File: src/rtl/conv_window_gen_3x3.sv
// Streaming 3x3 window generator: buffers two image rows and emits registered 3x3 taps.
// Optional macro CONV_WINDOW_STRIDE2_EN emits only windows whose top-left has even row and column.
module conv_window_gen_3x3 #(
  parameter int DATA_WIDTH = 32,
  parameter int IMG_WIDTH  = 28,
  parameter int IMG_HEIGHT = 28
) (
  input  logic                  clk,
  input  logic                  rst,
  input  logic [DATA_WIDTH-1:0] Data_In,
  input  logic                  Valid_In,
  output logic [DATA_WIDTH-1:0] Data_Out0,
  output logic [DATA_WIDTH-1:0] Data_Out1,
  output logic [DATA_WIDTH-1:0] Data_Out2,
  output logic [DATA_WIDTH-1:0] Data_Out3,
  output logic [DATA_WIDTH-1:0] Data_Out4,
  output logic [DATA_WIDTH-1:0] Data_Out5,
  output logic [DATA_WIDTH-1:0] Data_Out6,
  output logic [DATA_WIDTH-1:0] Data_Out7,
  output logic [DATA_WIDTH-1:0] Data_Out8,
  output logic                  Valid_Out,
  output logic                  Frame_Done
);

  localparam int CW = $clog2(IMG_WIDTH);
  localparam int RW = $clog2(IMG_HEIGHT);
  localparam logic [CW-1:0] COL_LAST = CW'(IMG_WIDTH - 1);
  localparam logic [RW-1:0] ROW_LAST = RW'(IMG_HEIGHT - 1);

  typedef enum logic [1:0] {S_IDLE, S_FILL, S_RUN} state_t;

  state_t                state, state_next;
  logic [CW-1:0]         col;
  logic [RW-1:0]         row;
  logic [DATA_WIDTH-1:0] line1 [IMG_WIDTH];
  logic [DATA_WIDTH-1:0] line2 [IMG_WIDTH];
  logic [DATA_WIDTH-1:0] win      [9];
  logic [DATA_WIDTH-1:0] win_next [9];
  logic [DATA_WIDTH-1:0] taps     [9];
  logic                  col_last, row_last, frame_last, stride_ok, emit;

  assign col_last   = (col == COL_LAST);
  assign row_last   = (row == ROW_LAST);
  assign frame_last = col_last && row_last;

`ifdef CONV_WINDOW_STRIDE2_EN
  assign stride_ok = ~row[0] & ~col[0];
`else
  assign stride_ok = 1'b1;
`endif

  // S_RUN already implies row >= 2, so only the column needs checking
  assign emit = Valid_In && (state == S_RUN) && (col >= CW'(2)) && stride_ok;

  always_comb begin
    state_next = state;
    unique case (state)
      S_IDLE:  if (Valid_In) state_next = S_FILL;
      S_FILL:  if (Valid_In && (row == RW'(1)) && col_last) state_next = S_RUN;
      S_RUN:   if (Valid_In && frame_last) state_next = S_IDLE;
      default: state_next = S_IDLE;
    endcase
  end

  always_comb begin
    for (int i = 0; i < 9; i++) win_next[i] = win[i];
    for (int r = 0; r < 3; r++) begin
      win_next[3*r]   = win[3*r+1];
      win_next[3*r+1] = win[3*r+2];
    end
    win_next[2] = line2[col];
    win_next[5] = line1[col];
    win_next[8] = Data_In;
  end

  always_ff @(posedge clk or negedge rst) begin
    if (!rst) begin
      state      <= S_IDLE;
      col        <= '0;
      row        <= '0;
      Valid_Out  <= 1'b0;
      Frame_Done <= 1'b0;
      for (int i = 0; i < 9; i++) begin
        win[i]  <= '0;
        taps[i] <= '0;
      end
    end else begin
      state      <= state_next;
      Valid_Out  <= emit;
      Frame_Done <= Valid_In && frame_last;
      if (Valid_In) begin
        for (int i = 0; i < 9; i++) win[i] <= win_next[i];
        if (col_last) begin
          col <= '0;
          row <= row_last ? '0 : row + 1'b1;
        end else begin
          col <= col + 1'b1;
        end
      end
      // Output taps only change on an emitted window so they hold across gaps
      if (emit) begin
        for (int i = 0; i < 9; i++) taps[i] <= win_next[i];
      end
    end
  end

  always_ff @(posedge clk) begin
    if (Valid_In) begin
      line2[col] <= line1[col];
      line1[col] <= Data_In;
    end
  end

  assign Data_Out0 = taps[0];
  assign Data_Out1 = taps[1];
  assign Data_Out2 = taps[2];
  assign Data_Out3 = taps[3];
  assign Data_Out4 = taps[4];
  assign Data_Out5 = taps[5];
  assign Data_Out6 = taps[6];
  assign Data_Out7 = taps[7];
  assign Data_Out8 = taps[8];

endmodule

File: config.mk
export PLATFORM = sky130hd
export DESIGN_NAME = conv_window_gen_3x3
export DESIGN_NICKNAME = d
export VERILOG_FILES = /design/src/rtl/conv_window_gen_3x3.sv
export SDC_FILE = /design/constraint.sdc
export NUM_CORES = 2
export LEC_CHECK = 0
export BUFFER_PORTS_ARGS = -buffer_cell sky130_fd_sc_hd__buf_4
export CORE_MARGIN = 4
export CORE_UTILIZATION = 35
export CTS_CLUSTER_DIAMETER = 30
export DETAILED_ROUTE_END_ITERATION = 10
export GPL_TIMING_DRIVEN = 0
export PLACE_DENSITY = 0.53
export RECOVER_POWER = 100
export SLEW_MARGIN = 20
export SYNTH_ARGS = -nofsm -noshare
export SYNTH_HDL_FRONTEND = slang
export SYNTH_SLANG_ARGS = --single-unit
File: constraint.sdc
create_clock -name clk -period 8.8 [get_ports clk]
set_clock_uncertainty 0.15 [all_clocks]
set_input_delay 0 -clock clk [delete_from_list [all_inputs] [get_ports clk]]
set_output_delay 0 -clock clk [all_outputs]
set_load 0.01 [all_outputs]
Word-level counts from Yosys, hierarchy flattened
Memories as Yosys holds them, arrays and structs flattened.
Cells that the tools add are included.
- $add $sub $neg: 2
- magnitude comparators: 1
- eq/ne operators: 8
- muxes and demuxes: 8
- reduce and logical (&&, ||, !) cells: 9
- operators by type and width (kind ; number):
    5-bit by 1-bit adder with 5-bit output (second input constant) ; 2
    5-bit equality test (second input constant) ; 2
    5-bit two-way mux ; 2
    1-bit logical AND ; 6
    2-bit two-way mux ; 3
    2-bit case mux with 3 select lines ; 1
    5-bit by 1-bit equality test with 1-bit output (second input constant) ; 1
    5-bit by 2-bit greater-or-equal comparator with 1-bit output (second input constant) ; 1
    2-bit inequality test (second input constant) ; 2
    3-bit AND reduction ; 1
    2-bit by 1-bit equality test with 1-bit output (second input constant) ; 1
    2-bit equality test (second input constant) ; 1
    2-bit logical NOT ; 1
    1-bit two-way mux ; 2
    2-bit by 1-bit inequality test with 1-bit output (second input constant) ; 1
    2-bit AND reduction ; 1
- register bits: 494
- bits in writable memories: 1792
- bits of input ports: 35
- output and inout bits: 290
- logic and storage cells: 50
- memories: 2
- memory list (name ; words ; width ; read ports ; clocked after memory_dff ; write ports ; RTL line ; text):
    line1 ; 28 ; 32 ; 1 ; 0 ; 1 ; 35 ; logic [DATA_WIDTH-1:0] line1 [IMG_WIDTH];
    line2 ; 28 ; 32 ; 1 ; 0 ; 1 ; 36 ; logic [DATA_WIDTH-1:0] line2 [IMG_WIDTH];

Logic depth before layout (Yosys ltp)
- depth after elaboration: 5
- depth in mapped cells: 13
- gate-level depth less buffers: 6

Worst setup path after synthesis
No wires, ideal clock.
- kind: reg-to-reg
- from: register col[0]
- to: memory line1[26][0], enable pin
- library setup time: 0.564 ns
- arrival time: 5.872 ns
- required time: 8.086 ns
- slack: 2.213 ns
- cell stages (with the launch flop): 9
- clock period less this slack: 6.587 ns
- cells stage by stage: dfrtp_1 -> buf_6 -> buf_4 -> buf_4 -> buf_4 -> inv_1 -> ha_1 -> nand2_1 -> nor3_1
- RTL lines (item ; RTL line ; text):
    start: declaration ; 33 ; logic [CW-1:0] col;
    start signal: assignment ; 97 ; col <= col + 1'b1;
    end: declaration ; 35 ;
No word-level cell before the write port.

Final worst setup path
- from: register col[1]
- to: memory line1[13][20], enable pin
No word-level cell before the write port.

==> summary.md <==
| Metric | Value |
|---|---|
| Status | finished, violations left |
| Failing checks | capacitance limit, slew limit |
| Max cap viols | 40 |
| Core ar. | 246,000 sq um |
| Starting Density | 35.1% |
| Ys async rst share | 21.6% |
| Yosys Warn Count | 0 |
| IO Pins | 325 |
| Initial DRC count | 5,011 |
| Hold path startpoint | win[148]$_DFFE_PN0P_ |
| Synth Register Bits | 2,286 |
| Post-synth top cells | 1,792 x edfxtp_1, 494 x dfrtp_1, 433 x mux2i_1, 334 x mux2_2, 233 x mux4_2 |
| Slew Limit Headroom | -233% |
| Initial antenna violation count | 15 |
| Post_cts resized | 0 |
| Root Buffer | clkbuf_16 |
| Clock sinks | 2,286 |
| Via density per instance | 5.34 |
| Sequential fraction of the synthesis area | 76.6% |
| Pwr Total | 42.5 mW |
| Routed wl met2 | 129,000 microns |
| EDFF count, synth | 1,792 |
| Pwr dens | 391 nW/um^2 |
| Port bufs | 323 |
| Largest net degree at the start of global routing | 100 |
| CP Class | reg2reg |
| Mean Syn Cell Area | 19.4 sq um |
| Fin crit share | 77.9% |
| Die width | 505 microns |
| Area grow syn2layout | 25.8% |
| Die height | 505 microns |
| Element type at the critical path end | register |
| Placed inst area | 96,300 sq um |
| Hold Path Class | reg2reg |
| Drt first pass iters | 8 |
| Clock Latency Late Sink | 0.97 ns |
| Worst-Margin Slew | 4.99 ns |
| Ys flop type | edfxtp_1 |
| Setup Buffers After CTS | 0 |
| Flop2flop setup slack | 1.94 ns |
| Distinct cells, synth | 48 |
| First-pass GRT wire length | 380,000 microns |
| Most used cell, CP | clkbuf_1 |
| Area leader, netlist | edfxtp_1 |
| Final count of hold timing violations | 0 |
| Die ar. | 255,000 sq um |
| Peak supply drop | 0.000243 V |
| Detail Route Antenna Nets | 0 |
| Hold_ws | 0.331 ns |
| Grt ovf | 0 |
| Mapped Area | 86,400 sq um |
| Max Clk Rate | 0.146 GHz |
| Crit path time final | 6.86 ns |
| Via Count | 48,400 |
| RSZ-0062 raised after global routing | no |
| Layout cells sized above 1 | 25.3% |
| GRT Total Usage | 20.9% |
| Layout net count | 5,516 |
| Reg-to-Reg Start | col[1]$_DFFE_PN0P_ |
| CTS tree | built |
| Reg clk slew, reported paths | 0.05 ns |
| Max Slew Vio Count | 905 |
| Synth top area cells | edfxtp_1 62%, dfrtp_1 14%, mux4_2 6.1% |
| Drt drc | 0 |
| Final WL | 273,000 microns |
| CP required | 9.15 ns |
| Worst Reg-to-Reg Cells | 10 |
| Synth top area share | 62.3% |
| Hold Path End | Data_Out3[20]$_DFFE_PN0P_ |
| Num rows | 182 |
| CTS Buffer Depth | 4 |
| Net Count, Synth | 4,481 |
| FILL cells | 21,600 |
| DP HPWL | 183,000 microns |
| Synth Instances | 4,440 |
| Util after Layout | 44.2% |
| DRT met1 WL | 112,000 microns |
| Worst reg2reg endpoint | line1[13][20]$_DFFE_PP_ |
| Max Used Layer | met5 |
| Setup TNS | 0 ns |
| Setup violators final | 0 |
| Met3 WL | 22,200 microns |
| Cts bufs inserted | 456 |
| CP max FO | 16 |
| Lkg Pwr | 39.0 nW |
| Post-DR wirelength/cell | 30.1 microns |
| Hold buffer count at cts | 93 |
| Crit path largest cell delay | 1.14 ns |
| Htree depth | 5 |
| Final instance area | 109,000 sq um |
| Min-Delay Path Depth | 1 |
| Slowest cell on the critical path | nor2_1 |
| RD Place Congestion | 0.781 |
| Cells along the critical path | clkbuf_1 > clkbuf_1 > clkbuf_1 > clkbuf_1 > inv_1 > ha_1 > nand2_1 > nor2_1 > clkbuf_1 > clkbuf_1 |
| Setup crit start kind | register |
| Vias in the first global route | 49,100 |
| Critical Path AT | 7.20 ns |
| Most common cell in the netlist | edfxtp_1 |
final cells by class:
class	count	area [sq um]	share of cell area, %
Multi-Input combinational cell	1869	18500	17.0
Inverter	38	143	0.131
Buffer	247	1220	1.13
Tap cell	3220	4030	3.71
Antenna cell	6	15.0	0.0138
Timing Repair Buffer	577	3020	2.78
Clock buffer	535	12100	11.2
Sequential cell	2286	66200	60.9
Clock inverter	293	3440	3.16
registers in the layout, indices dropped and copies added, names as in the netlist:
name	cells
line1	896
Data_Out0	32
col	5
Data_Out1	32
state	2
row	5
Data_Out4	32
line2	896
win	192
Data_Out5	32
Data_Out2	32
Valid_Out	1
Data_Out3	32
Data_Out7	32
Frame_Done	1
Data_Out6	32
Data_Out8	32
routing by layer:
metal	vias up	GRT usage [%]
met2	2192	33.4
met5	-	0
met4	6	7.22
met1	25700	28.6
li1	20000	-
met3	530	4.27
where the power goes:
part / total [mW] / internal [mW] / switching, mW
logic: 10.3 / 2.77 / 7.49
registers: 14.9 / 14.5 / 0.366
clock network: 17.3 / 11.7 / 5.58
stage by stage:
step / setup slack [ns] / instances
floorplan: 2.21 / 4440
finish: 1.94 / 9071
global route: 1.99 / 9066
CTS: 3.95 / 9065
global placement: -7.19 / 7983
detailed placement: 3.95 / 8144
critical path: cells and delay by family, from the launching register on:
kind                       cells  cell delay, ns
and+or+nand+nor                2            1.36
adders and majority gates      1            0.16
DFF                            1            0.39
buffers and inverters          7            4.32
logic make-up (layout without fill, tap and decap cells):
group                      count (synthesis)  in the layout  synth area share (%)
muxes                                   1020           1020                  15.7
adders and majority gates                  6              6                0.0869
xor gates and xnor gates                   2              2                0.0203
other                                      0              6                     0
DFF                                     2286           2286                  76.6
AOI/OAI and AO/OA                        460            460                  3.44
buffers and inverters                    285           1690                  1.77
and+or+nand+nor                          381            381                  2.34
how the worst max path moves through the flow:
stage	slack, ns	start	cells after the start	to
after floorplan	2.21	col[0]$_DFFE_PN0P_	8	line1[26][0]$_DFFE_PP_
after global placement	-7.19	Valid_In	5	line2[24][1]$_DFFE_PP_
after detailed placement	3.95	col[0]$_DFFE_PN0P_	12	Data_Out2[20]$_DFFE_PN0P_
after CTS	3.95	col[0]$_DFFE_PN0P_	12	Data_Out2[20]$_DFFE_PN0P_
after global routing	1.99	col[1]$_DFFE_PN0P_	10	line1[13][20]$_DFFE_PP_
final	1.94	col[1]$_DFFE_PN0P_	10	line1[13][20]$_DFFE_PP_
cell usage in the layout (no fill, tap or decap), types with 8 or more instances in the layout:
cell type,Yosys,final
nand2_1,62,62
buf_16,0,15
and3_1,35,60
buf_2,111,83
buf_6,27,15
clkbuf_1,71,656
buf_4,31,19
a22oi_1,83,83
clkinv_1,0,50
clkbuf_2,1,8
nor4_1,35,35
edfxtp_1,1792,1792
nand3_1,12,12
mux2_2,334,334
nor3_1,7,9
bufinv_16,0,68
o22ai_1,206,206
clkbuf_8,0,21
a21oi_1,106,108
mux2i_1,433,433
clkinv_4,0,22
a211oi_1,25,25
nor2_1,163,163
a21oi_2,33,31
clkbuf_16,0,466
mux2_1,20,20
clkinv_2,0,83
mux4_2,233,233
dlygate4sd3_1,0,65
clkinvlp_4,0,48
dfrtp_1,494,494
inv_1,38,38
inv_6,0,16
Note: power is estimated with default switching activity, not from simulation.
